$ cat src/rtl/protocol_arbiter.sv
// Round-robin arbiter sharing one req/ack/ready downstream slave between NUM_REQ requesters.
// Optional WAIT_ACK timeout/abort is enabled by defining PROTOCOL_ARB_TIMEOUT_EN.
module protocol_arbiter #(
  parameter int NUM_REQ     = 4,
  parameter int DATA_W      = 8,
  parameter int TIMEOUT_CYC = 16
) (
  input  logic                      clk,
  input  logic                      rst_n,
  input  logic [NUM_REQ-1:0]        s_req,
  input  logic [NUM_REQ*DATA_W-1:0] s_data,
  output logic [NUM_REQ-1:0]        s_grant,
  output logic [NUM_REQ-1:0]        s_ack,
  output logic [NUM_REQ-1:0]        s_err,
  output logic                      m_req,
  output logic [DATA_W-1:0]         m_data,
  input  logic                      m_ack,
  input  logic                      m_ready,
  output logic                      busy
);

  localparam int PTR_W = $clog2(NUM_REQ);

  if (NUM_REQ < 2 || NUM_REQ > 8 || TIMEOUT_CYC < 1) begin : g_param_check
    $error("protocol_arbiter: NUM_REQ must be 2..8 and TIMEOUT_CYC >= 1");
  end

  typedef enum logic [1:0] {IDLE, ARB, WAIT_ACK, WAIT_REL} state_t;

  state_t               state_q, state_d;
  logic [PTR_W-1:0]     rr_ptr_q, rr_ptr_d;
  logic [PTR_W-1:0]     owner_q, owner_d;
  logic [PTR_W-1:0]     win_idx, scan_idx, rr_next;
  logic                 win_found;
  logic                 owner_req;
  logic [NUM_REQ-1:0]   grant_d;
  logic                 m_req_d;
  logic [DATA_W-1:0]    m_data_d;
  logic [DATA_W-1:0]    req_data [NUM_REQ];

  for (genvar g = 0; g < NUM_REQ; g++) begin : g_unpack
    assign req_data[g] = s_data[g*DATA_W +: DATA_W];
  end

  assign owner_req = |(s_req & s_grant);
  assign rr_next   = (owner_q == PTR_W'(NUM_REQ - 1)) ? '0 : owner_q + PTR_W'(1);
  assign s_ack     = s_grant & {NUM_REQ{m_ack}};
  assign busy      = (state_q != IDLE);

  // First active request scanning upward from rr_ptr, wrapping modulo NUM_REQ
  always_comb begin
    win_found = 1'b0;
    win_idx   = '0;
    scan_idx  = '0;
    for (int i = 0; i < NUM_REQ; i++) begin
      scan_idx = PTR_W'((int'(rr_ptr_q) + i) % NUM_REQ);
      if (!win_found && s_req[scan_idx]) begin
        win_found = 1'b1;
        win_idx   = scan_idx;
      end
    end
  end

`ifdef PROTOCOL_ARB_TIMEOUT_EN
  localparam int CNT_W = $clog2(TIMEOUT_CYC + 1);
  logic [CNT_W-1:0]   cnt_q, cnt_d;
  logic [NUM_REQ-1:0] err_d;
`else
  assign s_err = '0;
`endif

  always_comb begin
    state_d  = state_q;
    grant_d  = s_grant;
    m_req_d  = m_req;
    m_data_d = m_data;
    rr_ptr_d = rr_ptr_q;
    owner_d  = owner_q;
`ifdef PROTOCOL_ARB_TIMEOUT_EN
    cnt_d    = cnt_q;
    err_d    = '0;
`endif
    case (state_q)
      IDLE: begin
        if (m_ready && (|s_req)) state_d = ARB;
      end
      ARB: begin
        if (win_found) begin
          state_d  = WAIT_ACK;
          grant_d  = NUM_REQ'(1) << win_idx;
          m_data_d = req_data[win_idx];
          m_req_d  = 1'b1;
          owner_d  = win_idx;
`ifdef PROTOCOL_ARB_TIMEOUT_EN
          cnt_d    = '0;
`endif
        end else begin
          state_d = IDLE;
        end
      end
      WAIT_ACK: begin
        // An owner that already dropped its request is released on the ack itself
        if (m_ack) begin
          if (owner_req) begin
            state_d = WAIT_REL;
          end else begin
            state_d  = IDLE;
            m_req_d  = 1'b0;
            grant_d  = '0;
            rr_ptr_d = rr_next;
          end
        end
`ifdef PROTOCOL_ARB_TIMEOUT_EN
        else if (cnt_q == CNT_W'(TIMEOUT_CYC - 1)) begin
          state_d  = IDLE;
          m_req_d  = 1'b0;
          grant_d  = '0;
          rr_ptr_d = rr_next;
          err_d    = s_grant;
        end else begin
          cnt_d = cnt_q + CNT_W'(1);
        end
`endif
      end
      WAIT_REL: begin
        if (!owner_req) begin
          state_d  = IDLE;
          m_req_d  = 1'b0;
          grant_d  = '0;
          rr_ptr_d = rr_next;
        end
      end
      default: state_d = IDLE;
    endcase
  end

  always_ff @(posedge clk or negedge rst_n) begin
    if (!rst_n) begin
      state_q  <= IDLE;
      s_grant  <= '0;
      m_req    <= 1'b0;
      m_data   <= '0;
      rr_ptr_q <= '0;
      owner_q  <= '0;
    end else begin
      state_q  <= state_d;
      s_grant  <= grant_d;
      m_req    <= m_req_d;
      m_data   <= m_data_d;
      rr_ptr_q <= rr_ptr_d;
      owner_q  <= owner_d;
    end
  end

`ifdef PROTOCOL_ARB_TIMEOUT_EN
  always_ff @(posedge clk or negedge rst_n) begin
    if (!rst_n) begin
      cnt_q <= '0;
      s_err <= '0;
    end else begin
      cnt_q <= cnt_d;
      s_err <= err_d;
    end
  end
`endif

endmodule

$ cat config.mk
export PLATFORM = sky130hd
export DESIGN_NAME = protocol_arbiter
export DESIGN_NICKNAME = d
export VERILOG_FILES = /design/src/rtl/protocol_arbiter.sv
export SDC_FILE = /design/constraint.sdc
export NUM_CORES = 1
export LEC_CHECK = 0
export BUFFER_PORTS_ARGS = -buffer_cell sky130_fd_sc_hd__buf_2
export CAP_MARGIN = 10
export CORE_MARGIN = 2
export CORE_UTILIZATION = 44
export CTS_CLUSTER_SIZE = 30
export DETAILED_ROUTE_END_ITERATION = 16
export PLACE_DENSITY = 0.91
export RECOVER_POWER = 25
export SLEW_MARGIN = 20
export SYNTH_ARGS = -nofsm -noshare
export SYNTH_HDL_FRONTEND = slang
export SYNTH_SLANG_ARGS = --single-unit
$ cat constraint.sdc
create_clock -name clk -period 1.85 [get_ports clk]
set_input_delay 0.185 -clock clk [delete_from_list [all_inputs] [get_ports clk]]
set_output_delay 0.185 -clock clk [all_outputs]
set_load 0.01 [all_outputs]
==> flow_results.org <==
** Logic synthesis
- Post-synth design cell area :: 1140 um^2
- Largest family of logic cells by synthesized area :: compound AO/OA/AOI/OAI gates
- Number of library cell types mapped by synthesis :: 33
- By area the synthesized netlist is led by sky130_fd_sc_hd__dfrtp_1, sky130_fd_sc_hd__mux2i_1, sky130_fd_sc_hd__o221ai_1.
- The synthesized design contains 0 enable-type register cells.
- Area fraction of the dominant cell type after synthesis :: 0.416
- Parity-gate share of the synthesized area counting xor and xnor cells :: 0
- Synth area leader :: sky130_fd_sc_hd__dfrtp_1
- Mean instance size in the synthesized netlist :: 10.1 um^2
- In the synthesized netlist the async set-or-reset flop fraction comes to 1.00.
- Compound-Gate Fraction of Synth Area :: 0.196
- During synthesis, Yosys emitted a total of 0 warnings.
- Of the total synthesized cell area, the portion taken by AND, OR, NAND and NOR gates is 0.144.
- After technology mapping, the gate count stands at 113.
- Adder-cell area share of the yosys netlist :: 0.0109
- For this run, the register share of the synthesized area comes to 0.416.
- The portion of synthesized area spent on multiplexers is 0.160.
- Most used flip-flop cell after synthesis :: sky130_fd_sc_hd__dfrtp_1
- Counting flops and latches in the post-synthesis netlist gives 19.

** Clock tree
- Gates resized, CTS repair :: 0
- Clk_lat worst skew :: 0.30 ns
- Clock tree from TritonCTS :: done
- CTS placed an instance of sky130_fd_sc_hd__clkbuf_4 at the clock tree root.
- Total clock sinks :: 19
- Clock-pin slew was measured on the worst setup and hold paths at approximately 0.11 ns.
- Once the clock tree was built, the setup fixing pass inserted 0 buffers.
- Buffers inserted during clock tree synthesis total 3.
- H-tree depth :: 1
- The longest clock path from root to sink contains 2 buffers.

** Finish
- Most frequent standard cell in the layout excluding fill and tap cells :: sky130_fd_sc_hd__buf_2
- The area growth from synthesis to layout is 29.3%.
- Highest-count cells in the layout ignoring fill and taps :: sky130_fd_sc_hd__buf_2, sky130_fd_sc_hd__dfrtp_1, sky130_fd_sc_hd__nand2_1, sky130_fd_sc_hd__mux2i_1, sky130_fd_sc_hd__o221ai_1
- Counting the fill cells in the layout gives 223.
- Inserted Diodes :: 0
- Proportion of layout cells with a drive suffix above 1 :: 0.399
- For this run, the post-layout net count is 215.
- Sequential cell area in the final layout :: between 400 and 500 um^2
- Post-Layout Inst Area :: 1480 um^2
- Multi-input combinational cell area :: 599 um^2

** Placement
- Summing all placed instances gives a cell area of 1440 um^2.
- Buffers placed on the I/O ports in this run total 57.
- Detail Placement HPWL :: around 2100 um
- Final Wtd Congestion :: 0.879

** Setup path
- STA puts the critical path data required time at 2.05 ns.
- Critical path data arrival time :: 1.88 ns
- Maximum cell stage delay along the critical path :: 0.44 ns
- The critical path goes through a22o_1, a221oi_1, o21a_1, a21oi_1, a2bb2o_1.
- Along the worst path, the maximum fanout reaches 4.
- STA classifies the critical path endpoint as a register.
- The slowest stage of the critical path is the sky130_fd_sc_hd__dfrtp_1 cell.
- The critical path is of the reg2reg type.
- The worst setup path is launched from a register.

** Pwr
- After layout, the design draws a total of 2.07 mW.
- Total power per unit cell area :: 1400 nW/um^2
- For this design the static power due to leakage is roughly 0.8 nW.
- IR analysis of the VDD net gives a maximum drop of 0.000786 V.

** Timing
- Relative max-transition margin :: 0.331
- Between clock sinks in the finished design, the worst skew comes to 0.00636 ns.
- Setup repair after global routing left no endpoint under its margin.
- The final hold violation count was 0.
- At the pin with the least slew margin, the transition time is roughly 1 ns.
- Final Critical Period :: 1.68 ns
- Summed over all failing endpoints, the final setup total negative slack is 0 ns.
- The number of pins exceeding their max-slew limit in the final report came to 0.
- Part of the cycle the worst path needs :: 0.907
- Peak clock frequency supported by timing :: 596 MHz
- Setup violations remaining at the end of the flow were counted as 0.

** Worst hold path
- Worst min-delay path category :: in2reg

** Floorplan
- Overall die width :: 55.0 um
- Die Area :: 3020 um^2
- The floorplan step set the die height to between 50 and 60 um.
- Core Area :: 2480 um^2
- For this configuration, the core starts out at a cell density of 0.462.
- 62 I/O pins were placed.
- Count of standard-cell rows :: 18

** Drt
- First-pass iteration count of the detailed router :: 4
- The detailed router finished its first iteration with 20 violations.
- In the routed layout, each cell is associated on average with a via count of 5.36.
- Routed via count :: 1,089
- Total wire length after detailed routing :: 2690 um
- For this run, design rule violations remaining after detail routing come to 0.
- After detailed routing, the average wire length per cell comes to 13.2 um.
- Number of routed nets with antenna violations :: 0

** Global route
- Global router's overall resource usage :: 0.187
- The first global-routing pass estimated 4000 um of wire.
- Maximum number of pins on one net before global-route repair :: 20
- Via count of the first global-routing pass :: 972
- The number of antenna violations at the first check in global routing is 0.
- For this run the aggregate overflow at the end of global routing stands at 0.

** Run status
- Result of the run :: complete, no violations

** Flow run
- Max-cap violations in this run came to 0.
[routing by layer]
layer / routed length, um / vias to the layer above / share of wire / track usage
met5: 0 / - / 0 / 0
met2: 1230 / 56 / 0.46 / 0.312
li1: - / 526 / - / -
met4: 45 / 0 / 0.017 / 0.0854
met1: 1160 / 503 / 0.43 / 0.230
met3: 249 / 4 / 0.093 / 0.0403
[Yosys cell counts (2+ instances only)]
master / n
sky130_fd_sc_hd__o221ai_1: 8
sky130_fd_sc_hd__mux2_2: 2
sky130_fd_sc_hd__o2bb2ai_1: 3
sky130_fd_sc_hd__nor2_1: 5
sky130_fd_sc_hd__and2_1: 4
sky130_fd_sc_hd__mux2i_1: 16
sky130_fd_sc_hd__a21oi_1: 3
sky130_fd_sc_hd__nor2b_1: 2
sky130_fd_sc_hd__buf_6: 3
sky130_fd_sc_hd__nand2_1: 17
sky130_fd_sc_hd__o21ai_0: 5
sky130_fd_sc_hd__dfrtp_1: 19
sky130_fd_sc_hd__inv_1: 3
sky130_fd_sc_hd__buf_4: 4
[final cells by class]
| type | count | share of cell area |
|---|---|---|
| Timing Repair Buffer | 61 | 0.223 |
| Multi-Input combinational cell | 86 | 0.405 |
| Sequential cell | 19 | 0.321 |
| Clock buffer | 4 | 0.0178 |
| Tap cell | 30 | 0.0254 |
| Inverter | 3 | 0.00761 |
[report_power, final]
| group | switching, mW | internal [mW] |
|---|---|---|
| logic | 0.559 | 0.523 |
| registers | 0.169 | 0.606 |
| clock network | 0.127 | 0.0841 |
| total | 0.855 | 1.21 |
[flip-flops by register name, summed over array words and instances, names as in the netlist]
| signal | flops |
|---|---|
| m_data | 8 |
| s_grant | 4 |
| owner_q | 2 |
| rr_ptr_q | 2 |
| state_q | 2 |
| m_req | 1 |
[cells by family after synthesis]
kind of cell / count (synthesis)
AND/OR/NAND/NOR: 34
AO/OA/AOI/OAI: 29
flip-flops: 19
multiplexers: 18
buffers and inverters: 11
adder cells (fa/ha/maj): 1
other: 1
[per-stage QoR]
step / std cells / worst slack [ns] / utilization / hold WS [ns]
after floorplan: 116 / 0.258 / - / -0.111
after global placement: 198 / 0.186 / 0.583 / 0.133
after detailed placement: 198 / 0.151 / 0.583 / 0.143
after CTS: 203 / 0.185 / 0.597 / 0.111
after global routing: 203 / 0.0495 / 0.597 / 0.151
final: 203 / 0.172 / 0.597 / 0.113
[path summary, 6_finish.rpt]
check,startpoint,end,slack [ns],cells past startpoint
max in group asynchronous,rst_n,m_data[0],0.68,2
hold reg to reg,owner_q[1],owner_q[1],0.49,2
hold / removal,m_ready,state_q[0],0.11,3
setup reg to reg,s_grant[2],s_grant[3],0.17,5
min in group asynchronous,rst_n,m_data[7],0.56,2
setup / recovery,s_grant[2],s_grant[3],0.17,5
[repair_timing]
item	in CTS	in global routing
hold endpoints to repair	19	0
setup endpoints to repair	0	0
hold buffers	1	0
[critical path: cells and delay by family (launching register included)]
family,cells,cell delay (ns)
AOI/OAI and AO/OA,5,1.13
DFF,1,0.44
No activity file was read; power rests on OpenSTA's default activity.
